===== src/rtl/arbiter_1_to_n_response_memory.sv =====
// Return-path demultiplexer: one memory response stream fanned out by
// destination index into per-receiver FIFOs, each drained by its own rd_en.

package arbiter_1_to_n_response_memory_pkg;
   typedef struct packed {
      logic [7:0] id_module;
   } MemoryPacketRouteAddress;

   typedef struct packed {
      MemoryPacketRouteAddress from;
      MemoryPacketRouteAddress to;
   } MemoryPacketRoute;

   typedef struct packed {
      MemoryPacketRoute route;
   } MemoryPacketMeta;

   typedef struct packed {
      MemoryPacketMeta meta;
      logic [31:0]     data;
   } MemoryPacketResponsePayload;

   typedef struct packed {
      logic                       valid;
      MemoryPacketResponsePayload payload;
   } MemoryPacketResponse;

   typedef struct packed {
      logic empty;
      logic prog_full;
   } FIFOStateSignalsOutput;

   typedef struct packed {
      logic rd_en;
   } FIFOStateSignalsInput;
endpackage

// Synchronous FIFO with registered read data and a one-cycle reset-busy flag.
module arbiter_1_to_n_response_memory_fifo #(
   parameter int unsigned WIDTH  = 8,
   parameter int unsigned DEPTH  = 16,
   parameter int unsigned THRESH = 12
) (
   input  logic             clk,
   input  logic             rst,
   input  logic             wr_en,
   input  logic [WIDTH-1:0] din,
   input  logic             rd_en,
   output logic [WIDTH-1:0] dout,
   output logic             dout_valid,
   output logic             empty,
   output logic             prog_full,
   output logic             rst_busy
);
   localparam int unsigned AW       = $clog2(DEPTH);
   localparam logic [AW:0] DEPTH_C  = (AW+1)'(DEPTH);
   localparam logic [AW:0] THRESH_C = (AW+1)'(THRESH);

   logic [WIDTH-1:0] r_mem [DEPTH];
   logic [AW-1:0]    r_wr_ptr;
   logic [AW-1:0]    r_rd_ptr;
   logic [AW:0]      r_count;
   logic             w_full;
   logic             w_push;
   logic             w_pop;

   assign w_full    = (r_count == DEPTH_C);
   assign empty     = (r_count == '0);
   assign prog_full = (r_count >= THRESH_C);
   assign w_push    = wr_en & ~w_full & ~rst_busy;
   assign w_pop     = rd_en & ~empty;

   // pointer and occupancy tracking
   always_ff @(posedge clk) begin
      if (rst) begin
         r_wr_ptr <= '0;
         r_rd_ptr <= '0;
         r_count  <= '0;
      end else begin
         if (w_push) r_wr_ptr <= r_wr_ptr + 1'b1;
         if (w_pop)  r_rd_ptr <= r_rd_ptr + 1'b1;
         r_count <= r_count + (AW+1)'(w_push) - (AW+1)'(w_pop);
      end
   end

   // storage array, contents are not reset
   always_ff @(posedge clk) begin
      if (w_push) r_mem[r_wr_ptr] <= din;
   end

   // registered read data
   always_ff @(posedge clk) begin
      if (w_pop) dout <= r_mem[r_rd_ptr];
   end

   // read-data qualifier
   always_ff @(posedge clk) begin
      if (rst) dout_valid <= 1'b0;
      else     dout_valid <= w_pop;
   end

   // busy for one cycle past reset so no write lands mid-initialisation
   always_ff @(posedge clk) begin
      rst_busy <= rst;
   end

   a_no_overflow: assert property (@(posedge clk) disable iff (rst) !(wr_en && w_full));
endmodule

module arbiter_1_to_n_response_memory
   import arbiter_1_to_n_response_memory_pkg::*;
#(
   parameter int unsigned NUM_MEMORY_RECEIVER  = 2,
   parameter int unsigned FIFO_RESPONSE_DEPTH  = 32,
   parameter int unsigned PROG_THRESH          = 16,
   parameter int unsigned FIFO_RECEIVER_DEPTH  = 16,
   parameter int unsigned RECEIVER_PROG_THRESH = 12
) (
   input  logic                                            ap_clk,
   input  logic                                            areset,
   input  MemoryPacketResponse                             response_in,
   output FIFOStateSignalsOutput                           fifo_response_signals_out,
   input  FIFOStateSignalsInput  [NUM_MEMORY_RECEIVER-1:0] fifo_response_signals_in,
   output MemoryPacketResponse   [NUM_MEMORY_RECEIVER-1:0] response_out,
   output FIFOStateSignalsOutput [NUM_MEMORY_RECEIVER-1:0] fifo_response_signals_out_rx,
   output logic                                            dest_error_out,
   output logic [15:0]                                     drop_count_out,
   output logic                                            fifo_setup_signal
);
   localparam int unsigned    IDX_W = $clog2(NUM_MEMORY_RECEIVER);
   localparam int unsigned    PW    = $bits(MemoryPacketResponsePayload);
   localparam logic [IDX_W:0] NRX   = (IDX_W+1)'(NUM_MEMORY_RECEIVER);

   logic                             r_rst;
   logic                             w_rst;
   logic                             r_in_valid;
   MemoryPacketResponsePayload       r_in_payload;
   logic                             w_in_rd_en;
   MemoryPacketResponsePayload       w_in_dout;
   logic                             w_in_dout_valid;
   logic                             w_in_empty;
   logic                             w_in_prog_full;
   logic                             w_in_busy;
   logic                             r_dmx_valid;
   logic [IDX_W-1:0]                 r_dmx_idx;
   MemoryPacketResponsePayload       r_dmx_payload;
   logic                             w_drop;
   logic [NUM_MEMORY_RECEIVER-1:0]   r_rd_en;
   logic [NUM_MEMORY_RECEIVER-1:0]   w_rx_wr_en;
   logic [NUM_MEMORY_RECEIVER-1:0]   w_rx_rd_en;
   logic [NUM_MEMORY_RECEIVER-1:0]   w_rx_empty;
   logic [NUM_MEMORY_RECEIVER-1:0]   w_rx_prog_full;
   logic [NUM_MEMORY_RECEIVER-1:0]   w_rx_dout_valid;
   logic [NUM_MEMORY_RECEIVER-1:0]   w_rx_busy;
   MemoryPacketResponsePayload       w_rx_dout [NUM_MEMORY_RECEIVER];

   // areset acts immediately and is held one extra cycle by its registered copy
   assign w_rst = areset | r_rst;

   // registered copy of the external reset
   always_ff @(posedge ap_clk) begin
      r_rst <= areset;
   end

   // head destination is unknown before the pop, so any full-ish receiver stalls all
   assign w_in_rd_en = ~w_in_empty & ~(|w_rx_prog_full);
   assign w_drop     = r_dmx_valid & ({1'b0, r_dmx_idx} >= NRX);

   // input capture stage; traffic is refused while FIFOs initialise
   always_ff @(posedge ap_clk) begin
      r_in_payload <= response_in.payload;
      if (w_rst) r_in_valid <= 1'b0;
      else       r_in_valid <= response_in.valid & ~fifo_setup_signal;
   end

   arbiter_1_to_n_response_memory_fifo #(
      .WIDTH (PW),
      .DEPTH (FIFO_RESPONSE_DEPTH),
      .THRESH(PROG_THRESH)
   ) u_in_fifo (
      .clk       (ap_clk),
      .rst       (w_rst),
      .wr_en     (r_in_valid),
      .din       (r_in_payload),
      .rd_en     (w_in_rd_en),
      .dout      (w_in_dout),
      .dout_valid(w_in_dout_valid),
      .empty     (w_in_empty),
      .prog_full (w_in_prog_full),
      .rst_busy  (w_in_busy)
   );

   // demux stage: popped entry registered with its decoded destination
   always_ff @(posedge ap_clk) begin
      r_dmx_idx     <= w_in_dout.meta.route.to.id_module[IDX_W-1:0];
      r_dmx_payload <= w_in_dout;
      if (w_rst) r_dmx_valid <= 1'b0;
      else       r_dmx_valid <= w_in_dout_valid;
   end

   // out-of-range destinations are dropped, flagged and counted
   always_ff @(posedge ap_clk) begin
      if (w_rst) begin
         dest_error_out <= 1'b0;
         drop_count_out <= '0;
      end else if (w_drop) begin
         dest_error_out <= 1'b1;
         if (drop_count_out != '1) drop_count_out <= drop_count_out + 16'd1;
      end
   end

   // per-receiver write select and read gating
   always_comb begin
      w_rx_wr_en = '0;
      w_rx_rd_en = '0;
      for (int unsigned i = 0; i < NUM_MEMORY_RECEIVER; i++) begin
         w_rx_wr_en[i] = r_dmx_valid & (r_dmx_idx == IDX_W'(i));
         w_rx_rd_en[i] = r_rd_en[i] & ~w_rx_empty[i];
      end
   end

   for (genvar g = 0; g < NUM_MEMORY_RECEIVER; g++) begin : g_rx
      arbiter_1_to_n_response_memory_fifo #(
         .WIDTH (PW),
         .DEPTH (FIFO_RECEIVER_DEPTH),
         .THRESH(RECEIVER_PROG_THRESH)
      ) u_rx_fifo (
         .clk       (ap_clk),
         .rst       (w_rst),
         .wr_en     (w_rx_wr_en[g]),
         .din       (r_dmx_payload),
         .rd_en     (w_rx_rd_en[g]),
         .dout      (w_rx_dout[g]),
         .dout_valid(w_rx_dout_valid[g]),
         .empty     (w_rx_empty[g]),
         .prog_full (w_rx_prog_full[g]),
         .rst_busy  (w_rx_busy[g])
      );
   end

   // per-receiver output register, status register and rd_en capture
   always_ff @(posedge ap_clk) begin
      for (int unsigned i = 0; i < NUM_MEMORY_RECEIVER; i++) begin
         response_out[i].payload <= w_rx_dout[i];
         if (w_rst) begin
            response_out[i].valid           <= 1'b0;
            fifo_response_signals_out_rx[i] <= '{empty: 1'b1, prog_full: 1'b0};
            r_rd_en[i]                      <= 1'b0;
         end else begin
            response_out[i].valid           <= w_rx_dout_valid[i];
            fifo_response_signals_out_rx[i] <= '{empty: w_rx_empty[i], prog_full: w_rx_prog_full[i]};
            r_rd_en[i]                      <= fifo_response_signals_in[i].rd_en;
         end
      end
   end

   // upstream status and FIFO initialisation flag
   always_ff @(posedge ap_clk) begin
      if (w_rst) begin
         fifo_response_signals_out <= '{empty: 1'b1, prog_full: 1'b0};
         fifo_setup_signal         <= 1'b1;
      end else begin
         fifo_response_signals_out <= '{empty: w_in_empty, prog_full: w_in_prog_full};
         fifo_setup_signal         <= w_in_busy | (|w_rx_busy);
      end
   end
endmodule


===== config.mk =====
export PLATFORM = sky130hd
export DESIGN_NAME = arbiter_1_to_n_response_memory
export DESIGN_NICKNAME = d
export VERILOG_FILES = /design/src/rtl/arbiter_1_to_n_response_memory.sv
export SDC_FILE = /design/constraint.sdc
export NUM_CORES = 2
export LEC_CHECK = 0
export BUFFER_PORTS_ARGS = -buffer_cell sky130_fd_sc_hd__clkbuf_2
export CELL_PAD_IN_SITES_DETAIL_PLACEMENT = 0
export CELL_PAD_IN_SITES_GLOBAL_PLACEMENT = 1
export CORE_ASPECT_RATIO = 1.2
export CORE_MARGIN = 2
export CORE_UTILIZATION = 25
export CTS_CLUSTER_SIZE = 12
export DETAILED_ROUTE_END_ITERATION = 12
export PLACE_DENSITY = 0.4
export SYNTH_ARGS = -nofsm -noshare
export SYNTH_HDL_FRONTEND = slang
export SYNTH_SLANG_ARGS = --single-unit

===== constraint.sdc =====
create_clock -name ap_clk -period 6.7 [get_ports ap_clk]
set_clock_uncertainty 0.1 [all_clocks]
set_input_delay 0 -clock ap_clk [delete_from_list [all_inputs] [get_ports ap_clk]]
set_output_delay 0 -clock ap_clk [all_outputs]
set_load 0.01 [all_outputs]

After elaboration in Yosys (flattened, before gate mapping)
Memory sizes are Yosys's and may differ from the RTL's. A register that Yosys moved wholly into a read port is not among the register bits.
Index checks and enable logic that the tools add are counted.
- $add $sub $neg: 12
- magnitude comparators: 3
- equal/unequal tests: 3
- mux-type cells: 6
- bitwise gates (word level): 26
- reductions and logical operators: 4
- operator list (kind ; number):
    4-bit by 1-bit adder with 4-bit output (second input constant) ; 4
    1-bit AND ; 15
    5-bit by 1-bit adder with 5-bit output ; 2
    5-bit by 1-bit adder with 5-bit output (second input constant) ; 2
    5-bit equality test (second input constant) ; 2
    5-bit by 4-bit >= comparator with 1-bit output (second input constant) ; 2
    5-bit zero test ; 2
    1-bit inverter ; 10
    5-bit by 1-bit subtractor with 5-bit output ; 2
    6-bit by 1-bit adder with 6-bit output ; 1
    6-bit equality test (second input constant) ; 1
    6-bit by 5-bit >= comparator with 1-bit output (second input constant) ; 1
    6-bit zero test ; 1
    1-bit 2-to-1 mux ; 6
    6-bit by 1-bit subtractor with 6-bit output ; 1
    2-bit OR reduction ; 1
    1-bit OR ; 1
- flip-flop bits (word level): 253
- bits in writable memories: 3072
- output and inout port bits: 122
- memories: 3
- memory list (memory ; depth ; bits a word ; read ports ; clocked after memory_dff ; wr ports ; RTL line ; source):
    u_in_fifo.r_mem ; 32 ; 48 ; 1 ; 1 ; 1 ; 59 ; logic [WIDTH-1:0] r_mem [DEPTH];
    g_rx[0].u_rx_fifo.r_mem ; 16 ; 48 ; 1 ; 1 ; 1 ; 59 ;
    g_rx[1].u_rx_fifo.r_mem ; 16 ; 48 ; 1 ; 1 ; 1 ; 59 ;

Depth between registers and ports, before layout
- depth after elaboration: 6
- depth in mapped cells: 15
- mapped depth without buffers: 14

Modules after synthesis
Synthesis repeated with hierarchy kept, for this count alone.
- cells, all modules: 5608
- area, all modules: 126759.1 µm²
- by module, submodules not included (module ; instances ; cells each ; area each (µm²)):
    arbiter_1_to_n_response_memory_fifo (u_in_fifo) ; 1 ; 2708 ; 60367.9
    arbiter_1_to_n_response_memory_fifo (g_rx[1].u_rx_fifo) ; 1 ; 1328 ; 30998.5
    arbiter_1_to_n_response_memory_fifo (g_rx[0].u_rx_fifo) ; 1 ; 1328 ; 30994.7
    arbiter_1_to_n_response_memory ; 1 ; 244 ; 4398.0

Worst setup path after synthesis
Ideal clock, no wire load.
- path kind: register to register
- start: register, netlist name r_dmx_payload[32]
- end: memory g_rx[1].u_rx_fifo.r_mem[0][0] in the netlist's numbering, enable pin
- library setup time: 0.513 ns
- data arrival time: 4.725 ns
- required time: 6.087 ns
- setup slack: 1.362 ns
- cell stages (with the launch flop): 6
- cell sequence: dfxtp_1 > and3b_1 > and2_1 > clkbuf_1 > nand2_1 > nor3_1
- RTL lines (item ; RTL line):
    end: declaration ; 59

Worst setup path in the final report
- start: register g_rx[0].u_rx_fifo.r_count[2]
- end: register g_rx[0].u_rx_fifo.r_count[4]
- elaborated cells between the ends (all ways): 10
- those cells by class: 2 x add/sub; 1 x eq/ne; 6 x bitwise; 1 x reduce/logical
- RTL lines (item ; RTL line ; source):
    start: declaration ; 62 ; logic [AW:0] r_count;
    start signal: assignment ; 82 ; r_count <= r_count + (AW+1)'(w_push) - (AW+1)'(w_pop);
    5-bit zero test * ; 68 ; assign empty = (r_count == '0);
    1-bit inverter * ; 71, 218 ;
    1-bit AND ; 218 ; w_rx_rd_en[i] = r_rd_en[i] & ~w_rx_empty[i];
    1-bit AND * ; 71 ; assign w_pop = rd_en & ~empty;
    via g_rx[0].u_rx_fifo.w_pop ; 65 ; logic w_pop;
    5-bit by 1-bit subtractor with 5-bit output * ; 82 ;
The timed path passes the listed nets; every way through them passes the cells marked *.
A chain may end at the register's enable or synchronous reset.

==> flow_summary.yaml <==
layout:
  nets: 6105
  final_layout_size_suffix_gt1_share_pct: 27.81
  fin_cells: 13110
  fin_util_pct: 29.89
  syn2layout_area_growth_pct: 18.94
  fin_area_um2: 151300
place:
  dpl.hpwl_mm: 199.3
  placement.io_buffers: 157
  gp_congestion: 0.7035
  dp_cells: 12260
  place_area_um2: 137300
global_routing:
  grt_pass1_vias: 62230
  antenna_found_initial: 32
  grt_max_degree: 96
  grt_usage_pct: 14.07
  gr-total-overflow: 0
  grt_pass1_wl_mm: 507.7
routing:
  post_drt_wl_per_cell_um: 27.98
  finalWirelength_mm: 366.9
  first_pass_iters: 7
  drtAntennaViolNets: 0
  viasPerCell: 4.397
  drc: 0
  vias: 57660
  first_iter_violations: 4797
worst_setup_path:
  critPathLaunchType: "register"
  path_class: "reg2reg"
  crit_fanout: 49
  worstReg2RegStart: "g_rx[0].u_rx_fifo.r_count[2]$_SDFF_PP0_"
  required_ns: 7.43
  worstSetupEndpointType: "register"
  worstPathArrival_ns: 4.64
  crit_start: "g_rx[0].u_rx_fifo.r_count[2]$_SDFF_PP0_"
clock_tree:
  clockRootBuffer: "clkbuf_16"
  cts-resized-gates: 0
  clock-sinks: 3468
  cts.htree.levels: 5
  clk_path_buf_depth: 4
  clk_pin_slew_worst_paths_ns: 0.07
  cts_tree: "built"
  clock_latency_ns: 1.01
  cts_made_buffers: 392
synthesis:
  netlist_instances: 5394
  seq_area_frac_synth_pct: 79.90
  postSynthAreaPerCell_um2: 23.58
  ys_warn_count: 0
  syn-cell-area_um2: 127200
  ys.flop_type: "edfxtp_1"
  synthArstFlopShare_pct: 0
  ys_types: 53
  ys_ff_latch: 3468
  synth_edf_count: 3216
worst_hold_path:
  hp-start: "response_in[20]"
  hp-class: "in2reg"
floorplanning:
  std_cell_rows: 286
  coreArea_um2: 506000
  die_area_um2: 514400
  fp.dieW_um: 655.1
  num_io_pins: 175
  die_h_um: 785.3
  initial_core_util_pct: 25.13
run_status:
  status: "finished clean"
sta:
  finalHoldViolCount: 0
  fmax_mhz: 255.6
  slew-limit-headroom_pct: 10.66
  post-route-period-util_pct: 58.40
  tns_ns: 0
  period_needed_ns: 3.913
  rsz0062_at_grt: "no"
  finalSetupViolations: 0
  worst_pin_slew_ns: 1.340
  final-max-slew-violation-count: 0
power_and_ir_drop:
  power.density_nw_per_um2: 344.4
  p_leak_nw: 45.86
  ir_drop_v: 0.0002264
run:
  cap_violations: 0
[cell usage after synthesis, drive strengths merged (4+ instances only)]
master	number	area share (%)
nand2	23	0.068
buf	168	0.94
clkbuf	127	0.38
inv	35	0.10
a22oi	141	0.83
nand3b	4	0.024
nand3	18	0.071
nor2b	5	0.025
o221ai	94	0.65
o21ai	4	0.016
xor2	13	0.090
nor3	11	0.043
and2	13	0.064
ha	40	0.39
dfxtp	252	4.0
nor2	92	0.27
and3	8	0.039
a21oi	107	0.42
nand2b	5	0.025
or3	4	0.020
mux4	769	14
edfxtp	3216	76
xnor2	9	0.062
mux2i	194	1.5
nand4bb	4	0.035
[layout by cell type (no fill, tap or decap), types with 107 or more instances in the layout]
cell | synthesis | layout
edfxtp_1 | 3216 | 3216
mux4_2 | 727 | 727
clkbuf_16 | 0 | 399
dfxtp_1 | 252 | 238
buf_4 | 44 | 197
mux2i_1 | 194 | 194
clkbuf_2 | 1 | 157
a22oi_1 | 141 | 141
dlygate4sd3_1 | 0 | 125
a21oi_1 | 107 | 107
[state kept, by name, indices dropped and copies added, names as in the netlist, 2 cells and up]
signal and cells:
g_rx.u_rx_fifo.r_wr_ptr 8, r_rd_en 2, fifo_response_signals_out_rx 4, fifo_response_signals_out 2, r_in_payload 48, u_in_fifo.r_count 6
g_rx.u_rx_fifo.r_count 10, response_out 98, u_in_fifo.r_wr_ptr 5, g_rx.u_rx_fifo.r_rd_ptr 8, g_rx.u_rx_fifo.r_mem 1536, u_in_fifo.dout 48
g_rx.u_rx_fifo.dout 96, u_in_fifo.r_rd_ptr 5, u_in_fifo.r_mem 1536, g_rx.u_rx_fifo.dout_valid 2, r_dmx_payload 48
[worst max-delay path, stage by stage, from the launching register on]
cell      delay (ns)
dfxtp_1         0.35
inv_1           0.09
ha_1            0.16
or4b_2          0.68
nand2_1         0.19
clkinv_2        0.06
buf_4           0.44
ha_1            0.45
inv_1           0.06
ha_1            0.17
inv_1           0.07
fa_1            0.40
nand2b_1        0.17
a21oi_1         0.22
o21a_1          0.14
nor3_1          0.04
[stage by stage]
step	power, mW	hold WS, ns	setup slack [ns]
floorplan	28.68	-0.07228	1.362
global placement	31.28	0.007799	2.514
detailed placement	31.41	0.003968	2.737
CTS	53.08	0.0007687	2.721
global route	54.05	0.03939	2.512
finish	52.09	0.1085	2.787
[final cells by class]
cell class                      count  area (um^2)
Clock buffer                      519        10680
Timing Repair Buffer              500         3936
Multi-Input combinational cell   1612        24320
Tap cell                         6768         8468
Inverter                           35        135.1
Fill cell                       49090       354700
Clock inverter                    199         2029
Sequential cell                  3468       101700
Antenna cell                       12        30.03
[power breakdown]
part           internal, mW  switching [mW]  total (mW)
Clock                  12.3            8.99        21.3
Sequential             25.5           0.492        26.0
Combinational          1.36            3.36        4.72
Total                  39.2            12.8        52.1
[metal layers]
metal / wire, um / GRT usage, % / vias to the layer above
met5: 26 / 0 / -
met4: 8347 / 3.425 / 4
met3: 16990 / 2.279 / 464
met2: 183600 / 24.14 / 1395
met1: 157900 / 18.53 / 31610
li1: - / - / 24190
[worst paths after layout]
check                                       endpoint  cells after the start  slack, ns
max          g_rx[0].u_rx_fifo.r_count[4]$_SDFF_PP0_                     15       2.79
min                         r_in_payload[20]$_DFF_P_                      3       0.11
min reg2reg                r_dmx_payload[44]$_DFF_P_                      0       0.15
max reg2reg  g_rx[0].u_rx_fifo.r_count[4]$_SDFF_PP0_                     15       2.79
[timing repair]
action | in CTS | in global routing
hold buffers | 125 | 0
hold endpoints to repair | 106 | 0
setup buffers | 0 | 0
[logic make-up (layout without fill, tap and decap cells)]
group / count (synthesis) / after routing / share of synthesized area (%)
flops: 3468 / 3468 / 79.90
mux: 963 / 963 / 15.27
compound gates: 366 / 366 / 2.041
buf+inv: 330 / 1253 / 1.418
simple gates: 201 / 201 / 0.7733
fa+ha+maj: 43 / 43 / 0.4408
xor+xnor: 22 / 22 / 0.1515
other cells: 1 / 29 / 0.002949
(Power assumes the default switching activity.)
